<file path="config.mk">
export PLATFORM = sky130hd
export DESIGN_NAME = snn_layer_engine_flat
export DESIGN_NICKNAME = d
export VERILOG_FILES = /design/src/rtl/snn_pkg.sv /design/src/rtl/snn_layer_engine_if.sv /design/src/rtl/snn_argmax.sv /design/src/rtl/snn_layer_engine.sv /design/src/flat_wrapper.sv
export SDC_FILE = /design/constraint.sdc
export NUM_CORES = 1
export LEC_CHECK = 0
export ABC_AREA = 1
export CAP_MARGIN = 20
export CORE_UTILIZATION = 55
export CTS_BUF_LIST = sky130_fd_sc_hd__clkbuf_8
export DETAILED_ROUTE_END_ITERATION = 6
export DONT_BUFFER_PORTS = 1
export MAX_ROUTING_LAYER = met4
export PLACE_DENSITY = 0.71
export SLEW_MARGIN = 10
export SYNTH_ARGS = -nofsm -noshare
export SYNTH_HDL_FRONTEND = slang
export SYNTH_SLANG_ARGS = --single-unit
</file>
<file path="constraint.sdc">
create_clock -name clk -period 7.6 [get_ports clk]
set_input_delay 1.52 -clock clk [delete_from_list [all_inputs] [get_ports clk]]
set_output_delay 1.52 -clock clk [all_outputs]
set_load 0.01 [all_outputs]
</file>
<file path="src/rtl/snn_pkg.sv">
// snn_pkg: shared state encoding, default sizes and width helpers for the SNN layer engine
package snn_pkg;
  typedef enum logic [2:0] {IDLE, MAC, DRAIN, WRITE, DONE} state_t;
  localparam int N_IN_DEF = 784;
  localparam int N_OUT_DEF = 10;
  localparam int W_BITS_DEF = 8;
  localparam int OUT_BITS_DEF = 8;
  function automatic int aw(int n);
    return n > 1 ? $clog2(n) : 1;
  endfunction
  function automatic int acc_w(int w_bits, int n_in);
    return w_bits + aw(n_in) + 1;
  endfunction
endpackage

</file>
<file path="src/rtl/snn_layer_engine_if.sv">
// snn_layer_engine_if: host control, spike/weight memory read ports and result write port
interface snn_layer_engine_if import snn_pkg::*; #(
  parameter int N_IN = N_IN_DEF,
  parameter int N_OUT = N_OUT_DEF,
  parameter int W_BITS = W_BITS_DEF,
  parameter int OUT_BITS = OUT_BITS_DEF
);
  logic start;
  logic relu_en;
  logic [aw(N_IN)-1:0] in_addr;
  logic in_q;
  logic [aw(N_IN*N_OUT)-1:0] wt_addr;
  logic signed [W_BITS-1:0] wt_q;
  logic out_we;
  logic [aw(N_OUT)-1:0] out_addr;
  logic signed [OUT_BITS-1:0] out_data;
  logic busy;
  logic done;
  logic [aw(N_OUT)-1:0] class_idx;
  modport master (output start, relu_en, in_q, wt_q,
                  input in_addr, wt_addr, out_we, out_addr, out_data, busy, done, class_idx);
  modport slave (input start, relu_en, in_q, wt_q,
                 output in_addr, wt_addr, out_we, out_addr, out_data, busy, done, class_idx);
endinterface

</file>
<file path="src/rtl/snn_argmax.sv">
// snn_argmax: running maximum; init loads unconditionally, upd loads only on a strictly greater value
module snn_argmax #(
  parameter int VAL_BITS = 8,
  parameter int IDX_BITS = 4
) (
  input logic clk,
  input logic rst,
  input logic init,
  input logic upd,
  input logic signed [VAL_BITS-1:0] val,
  input logic [IDX_BITS-1:0] idx,
  output logic [IDX_BITS-1:0] max_idx
);
  logic signed [VAL_BITS-1:0] max_val;
  always_ff @(posedge clk) begin
    if (rst) begin
      max_val <= '0;
      max_idx <= '0;
    end else if (init || (upd && val > max_val)) begin
      max_val <= val;
      max_idx <= idx;
    end
  end
endmodule

</file>
<file path="src/rtl/snn_layer_engine.sv">
// snn_layer_engine: fully connected spiking layer; per neuron a serial weight MAC over the
// input spikes, saturating/ReLU output write, and argmax over the layer.
module snn_layer_engine import snn_pkg::*; #(
  parameter int N_IN = N_IN_DEF,
  parameter int N_OUT = N_OUT_DEF,
  parameter int W_BITS = W_BITS_DEF,
  parameter int OUT_BITS = OUT_BITS_DEF
) (
  input logic clk,
  input logic rst,
  snn_layer_engine_if.slave bus
);
  localparam int IA = aw(N_IN);
  localparam int WA = aw(N_IN*N_OUT);
  localparam int OA = aw(N_OUT);
  localparam int AW = acc_w(W_BITS, N_IN);
  localparam logic signed [AW-1:0] SMAX = AW'((1 <<< (OUT_BITS-1)) - 1);
  localparam logic signed [AW-1:0] SMIN = -SMAX - AW'(1);
  state_t st;
  logic [IA-1:0] i;
  logic [WA-1:0] wa;
  logic [OA-1:0] o;
  logic signed [AW-1:0] acc, acc_nx, sat_v;
  logic signed [OUT_BITS-1:0] res;
  logic vld, relu;
  logic [OA-1:0] am_idx;
  // vld marks a cycle whose memory data belongs to an address issued in the previous cycle
  always_comb begin
    acc_nx = acc + ((vld && bus.in_q) ? AW'(bus.wt_q) : '0);
    sat_v = acc_nx > SMAX ? SMAX : (acc_nx < SMIN ? SMIN : acc_nx);
    res = (relu && sat_v < 0) ? '0 : OUT_BITS'(sat_v);
  end
  assign bus.in_addr = i;
  assign bus.wt_addr = wa;
  snn_argmax #(.VAL_BITS(OUT_BITS), .IDX_BITS(OA)) u_argmax (
    .clk(clk),
    .rst(rst),
    .init(st == DRAIN && o == '0),
    .upd(st == DRAIN && o != '0),
    .val(res),
    .idx(o),
    .max_idx(am_idx)
  );
  always_ff @(posedge clk) begin
    if (rst) begin
      st <= IDLE;
      i <= '0;
      wa <= '0;
      o <= '0;
      acc <= '0;
      vld <= 1'b0;
      relu <= 1'b0;
      bus.busy <= 1'b0;
      bus.done <= 1'b0;
      bus.out_we <= 1'b0;
      bus.out_addr <= '0;
      bus.out_data <= '0;
      bus.class_idx <= '0;
    end else begin
      bus.done <= 1'b0;
      bus.out_we <= 1'b0;
      vld <= 1'b0;
      case (st)
        IDLE: if (bus.start) begin
          st <= MAC;
          i <= '0;
          wa <= '0;
          o <= '0;
          acc <= '0;
          relu <= bus.relu_en;
          bus.busy <= 1'b1;
        end
        MAC: begin
          vld <= 1'b1;
          acc <= acc_nx;
          wa <= wa + WA'(1);
          i <= i == IA'(N_IN-1) ? '0 : i + IA'(1);
          st <= i == IA'(N_IN-1) ? DRAIN : MAC;
        end
        DRAIN: begin
          acc <= acc_nx;
          bus.out_we <= 1'b1;
          bus.out_addr <= o;
          bus.out_data <= res;
          st <= WRITE;
        end
        WRITE: if (o == OA'(N_OUT-1)) begin
          st <= DONE;
          bus.done <= 1'b1;
          bus.busy <= 1'b0;
          bus.class_idx <= am_idx;
        end else begin
          st <= MAC;
          o <= o + OA'(1);
          acc <= '0;
        end
        default: begin
          st <= IDLE;
          bus.busy <= 1'b0;
        end
      endcase
    end
  end
endmodule
</file>
<file path="src/flat_wrapper.sv">
// flat-port wrapper written by rule: the top's interface ports become plain ports
module snn_layer_engine_flat import snn_pkg::*;
#(
  parameter int N_IN = N_IN_DEF,
  parameter int N_OUT = N_OUT_DEF,
  parameter int W_BITS = W_BITS_DEF,
  parameter int OUT_BITS = OUT_BITS_DEF
)
  (clk, rst, bus_start, bus_relu_en, bus_in_q, bus_wt_q, bus_in_addr, bus_wt_addr, bus_out_we, bus_out_addr, bus_out_data, bus_busy, bus_done, bus_class_idx);
  snn_layer_engine_if #(.N_IN(N_IN), .N_OUT(N_OUT), .W_BITS(W_BITS), .OUT_BITS(OUT_BITS)) bus_i ();
  input logic clk;
  input logic rst;
  input wire logic [$bits(bus_i.start)-1:0] bus_start;
  input wire logic [$bits(bus_i.relu_en)-1:0] bus_relu_en;
  input wire logic [$bits(bus_i.in_q)-1:0] bus_in_q;
  input wire logic [$bits(bus_i.wt_q)-1:0] bus_wt_q;
  output wire logic [$bits(bus_i.in_addr)-1:0] bus_in_addr;
  output wire logic [$bits(bus_i.wt_addr)-1:0] bus_wt_addr;
  output wire logic [$bits(bus_i.out_we)-1:0] bus_out_we;
  output wire logic [$bits(bus_i.out_addr)-1:0] bus_out_addr;
  output wire logic [$bits(bus_i.out_data)-1:0] bus_out_data;
  output wire logic [$bits(bus_i.busy)-1:0] bus_busy;
  output wire logic [$bits(bus_i.done)-1:0] bus_done;
  output wire logic [$bits(bus_i.class_idx)-1:0] bus_class_idx;
  assign bus_i.start = bus_start;
  assign bus_i.relu_en = bus_relu_en;
  assign bus_i.in_q = bus_in_q;
  assign bus_i.wt_q = bus_wt_q;
  assign bus_in_addr = bus_i.in_addr;
  assign bus_wt_addr = bus_i.wt_addr;
  assign bus_out_we = bus_i.out_we;
  assign bus_out_addr = bus_i.out_addr;
  assign bus_out_data = bus_i.out_data;
  assign bus_busy = bus_i.busy;
  assign bus_done = bus_i.done;
  assign bus_class_idx = bus_i.class_idx;
  snn_layer_engine #(.N_IN(N_IN), .N_OUT(N_OUT), .W_BITS(W_BITS), .OUT_BITS(OUT_BITS)) u_core (.clk(clk), .rst(rst), .bus(bus_i));
endmodule
</file>
==> flow_summary.toml <==
[outcome]
status = "finished, violations left"
violations = "DRC"

[setup_path]
critPathCaptureType = "flop"
cpPeakStageDelay_ns = 0.47
cp-start-kind = "primary input"
crit_required_ns = 7.86
worstSetupPathType = "in2reg"
cp.arrival_ns = 6.57
cpLargestDelayFamily = "simple AND/OR/NAND/NOR gates"
crit_buf_inv = 4
cpMostUsedCell = "nand2_1"
cp_max_fo = 24
cpMaxStageDelayCell = "fa_1"

[sta]
min_period_ns = 6.31
finalHoldViolCount = 0
rsz0062_at_grt = "false"
worst_slack_ns = 1.29
setup-tns-final_ns = 0
clock_skew_ns = 0.0110
whs_ns = 0.466
slew_viol_final = 0
setup_violations = 0
max_freq_mhz = 158
final.period_utilization_pct = 83.1
worst_pin_slew_ns = 1.11
relSlewSlack_pct = 26.0

[final_layout]
fill_cells = 865
area_delta_synth_final_pct = 4.14
fin_nets = 802
antenna_cells = 0
final_layout_size_suffix_gt1_share_pct = 5.96
layout_common_cells = "nand2_1 (197), inv_1 (111), nor2_1 (88), dfxtp_1 (82), nand3_1 (58)"
final_common_cell = "nand2_1"

[global_route]
grt_pass1_vias = 4594
antenna_found_initial = 0
grt_pass1_wl_um = 21800
grt_overflow = 0
grt_max_degree = 57
grt_use_total_pct = 28.7

[synthesis]
syn_inst = 778
synth_cell_type_count = 50
syn_area_per_cell_um2 = 6.53
ys_ff_latch = 82
synth.yosys.warnings = 0
synth_edf_count = 0
yosys.area.top_type = "dfxtp_1"
yosys-top-cells-area = "dfxtp_1 (32%), nand2_1 (15%), inv_1 (8.2%)"
netlist_area_um2 = 5080
synthArstFlopShare_pct = 0
synth_nets = 813
ys.flop_type = "dfxtp_1"
synth_top_area_share_pct = 32.3
ys_seq_area_share_pct = 32.3

[cts]
cts_setup_buffers = 0
cts_buffers = 9
cts_max_level = 3
cts.sinks = 82
cts_resized = 0
cts_tree = "built"
clk_pin_slew_ns = 0.09
postCtsHoldBufs = 0
clock_path_buffers = 2
clk_latency_ns = 0.35
cts-root-buf = "clkbuf_8"

[floorplan]
core_um2 = 8850
die-area_um2 = 9630
io_pins = 55
die_w_um = 98.1
die_h_um = 98.1
start_util_pct = 57.4
num_rows = 34

[hold_path]
hp-class = "reg2reg"

[detailed_routing]
drc = 2
firstDrtPassIters = 7
drt-initial-drc-count = 249
vias_per_cell = 5.65
vias = 4972
drt_wl_total_um = 13000
routedWlPerCell_um = 14.7
ant_nets = 0

[placed_design]
place.gp.congestion = 0.978
dp_slack_ns = 1.01
hpwlAfterDp_um = 9750
io_buffer_count = 0

[power_and_ir_drop]
powerDensity_nw_per_um2 = 160
ir_worst_vdd_mv = 0.126
leakage_uw = 0.00239

[run]
drv_cap = 0
power by group:
group          internal [uW]  switching (uW)  leakage [uW]  total [uW]
combinational           33.8            72.7       0.00164         107
sequential               434            6.26      0.000662         441
clock                    124             176     0.0000886         300
total                    592             255       0.00239         847
metal layers:
| metal | global-route usage [%] | vias to the layer above | share of wire, % |
|---|---|---|---|
| met3 | 5.30 | 32 | 5.7 |
| met2 | 45.0 | 152 | 46 |
| met5 | - | - | 0 |
| li1 | - | 2509 | - |
| met4 | 9.91 | 0 | 2.7 |
| met1 | 37.2 | 2279 | 46 |
metrics by stage:
stage	util [%]	instances	instance area [um^2]	power, uW
3_5_place_dp	57.7	864	5110	556
2_1_floorplan	-	778	5080	540
3_3_place_gp	57.7	864	5110	553
6_report	59.8	880	5290	847
5_1_grt	59.8	880	5290	887
4_1_cts	59.8	880	5290	856
synthesized netlist by cell type (2+ instances only):
| cell type | count |
|---|---|
| xor2_1 | 6 |
| a221oi_1 | 6 |
| nand3_1 | 58 |
| clkbuf_1 | 15 |
| inv_2 | 5 |
| buf_2 | 4 |
| nand3_2 | 4 |
| a31oi_1 | 2 |
| a41o_1 | 2 |
| nand4_1 | 14 |
| nand2_4 | 3 |
| nand2_2 | 5 |
| ha_1 | 21 |
| a21oi_1 | 50 |
| a211oi_1 | 12 |
| dfxtp_1 | 82 |
| a41oi_1 | 5 |
| buf_6 | 3 |
| o22ai_1 | 2 |
| nor4_1 | 2 |
| and3_1 | 2 |
| inv_1 | 111 |
| nor2_1 | 88 |
| clkinv_1 | 3 |
| nand3b_1 | 2 |
| o21ai_0 | 31 |
| nor3_1 | 17 |
| nor2_2 | 3 |
| or2_2 | 3 |
| nand2_1 | 197 |
cell type report:
type	instances	area [um^2]	share of cell area (%)
Clock inverter	7	57.6	1.09
Clock buffer	9	124	2.34
Inverter	119	447	8.44
Timing Repair Buffer	1	7.51	0.142
Tap cell	108	135	2.55
Sequential cell	82	1640	31.0
Multi-Input combinational cell	554	2880	54.4
cells by family after synthesis:
| kind of cell | after synthesis | share of synthesized area, % |
|---|---|---|
| adders and majority gates | 22 | 5.57 |
| xor gates and xnor gates | 8 | 1.75 |
| and+or+nand+nor | 404 | 35.2 |
| buffers and inverters | 142 | 11.0 |
| AOI/OAI and AO/OA | 120 | 14.2 |
| DFF | 82 | 32.3 |
worst register-to-register path, delay by kind of cell, from the launching register on:
| family | cells | cell delay, ns |
|---|---|---|
| simple gates | 17 | 2.61 |
| xor+xnor | 1 | 0.18 |
| flops | 1 | 0.53 |
| buf+inv | 4 | 0.22 |
| compound gates | 5 | 1.19 |
| fa+ha+maj | 3 | 0.83 |
flip-flops by register name (all words and copies together) (netlist names):
register                 cells
u_core.bus.out_data          8
u_core.vld                   1
u_core.acc                  19
u_core.bus.class_idx         4
u_core.bus.in_addr          10
u_core.u_argmax.max_val      8
u_core.bus.done              1
u_core.bus.out_addr          4
u_core.o                     4
u_core.bus.busy              1
u_core.st                    3
u_core.bus.out_we            1
u_core.relu                  1
u_core.bus.wt_addr          13
u_core.u_argmax.max_idx      4
path summary, 6_finish.rpt:
check / start / endpoint / slack [ns] / cells past startpoint
setup reg to reg: u_core.vld$_SDFF_PP0_ / u_core.u_argmax.max_val[1]$_SDFFE_PP0P_ / 1.92 / 30
hold reg to reg: u_core.acc[2]$_SDFFE_PP0P_ / u_core.acc[2]$_SDFFE_PP0P_ / 0.47 / 2
setup / recovery: bus_in_q / u_core.u_argmax.max_val[1]$_SDFFE_PP0P_ / 1.29 / 33
hold / removal: u_core.acc[2]$_SDFFE_PP0P_ / u_core.acc[2]$_SDFFE_PP0P_ / 0.47 / 2
(Power assumes the default switching activity.)
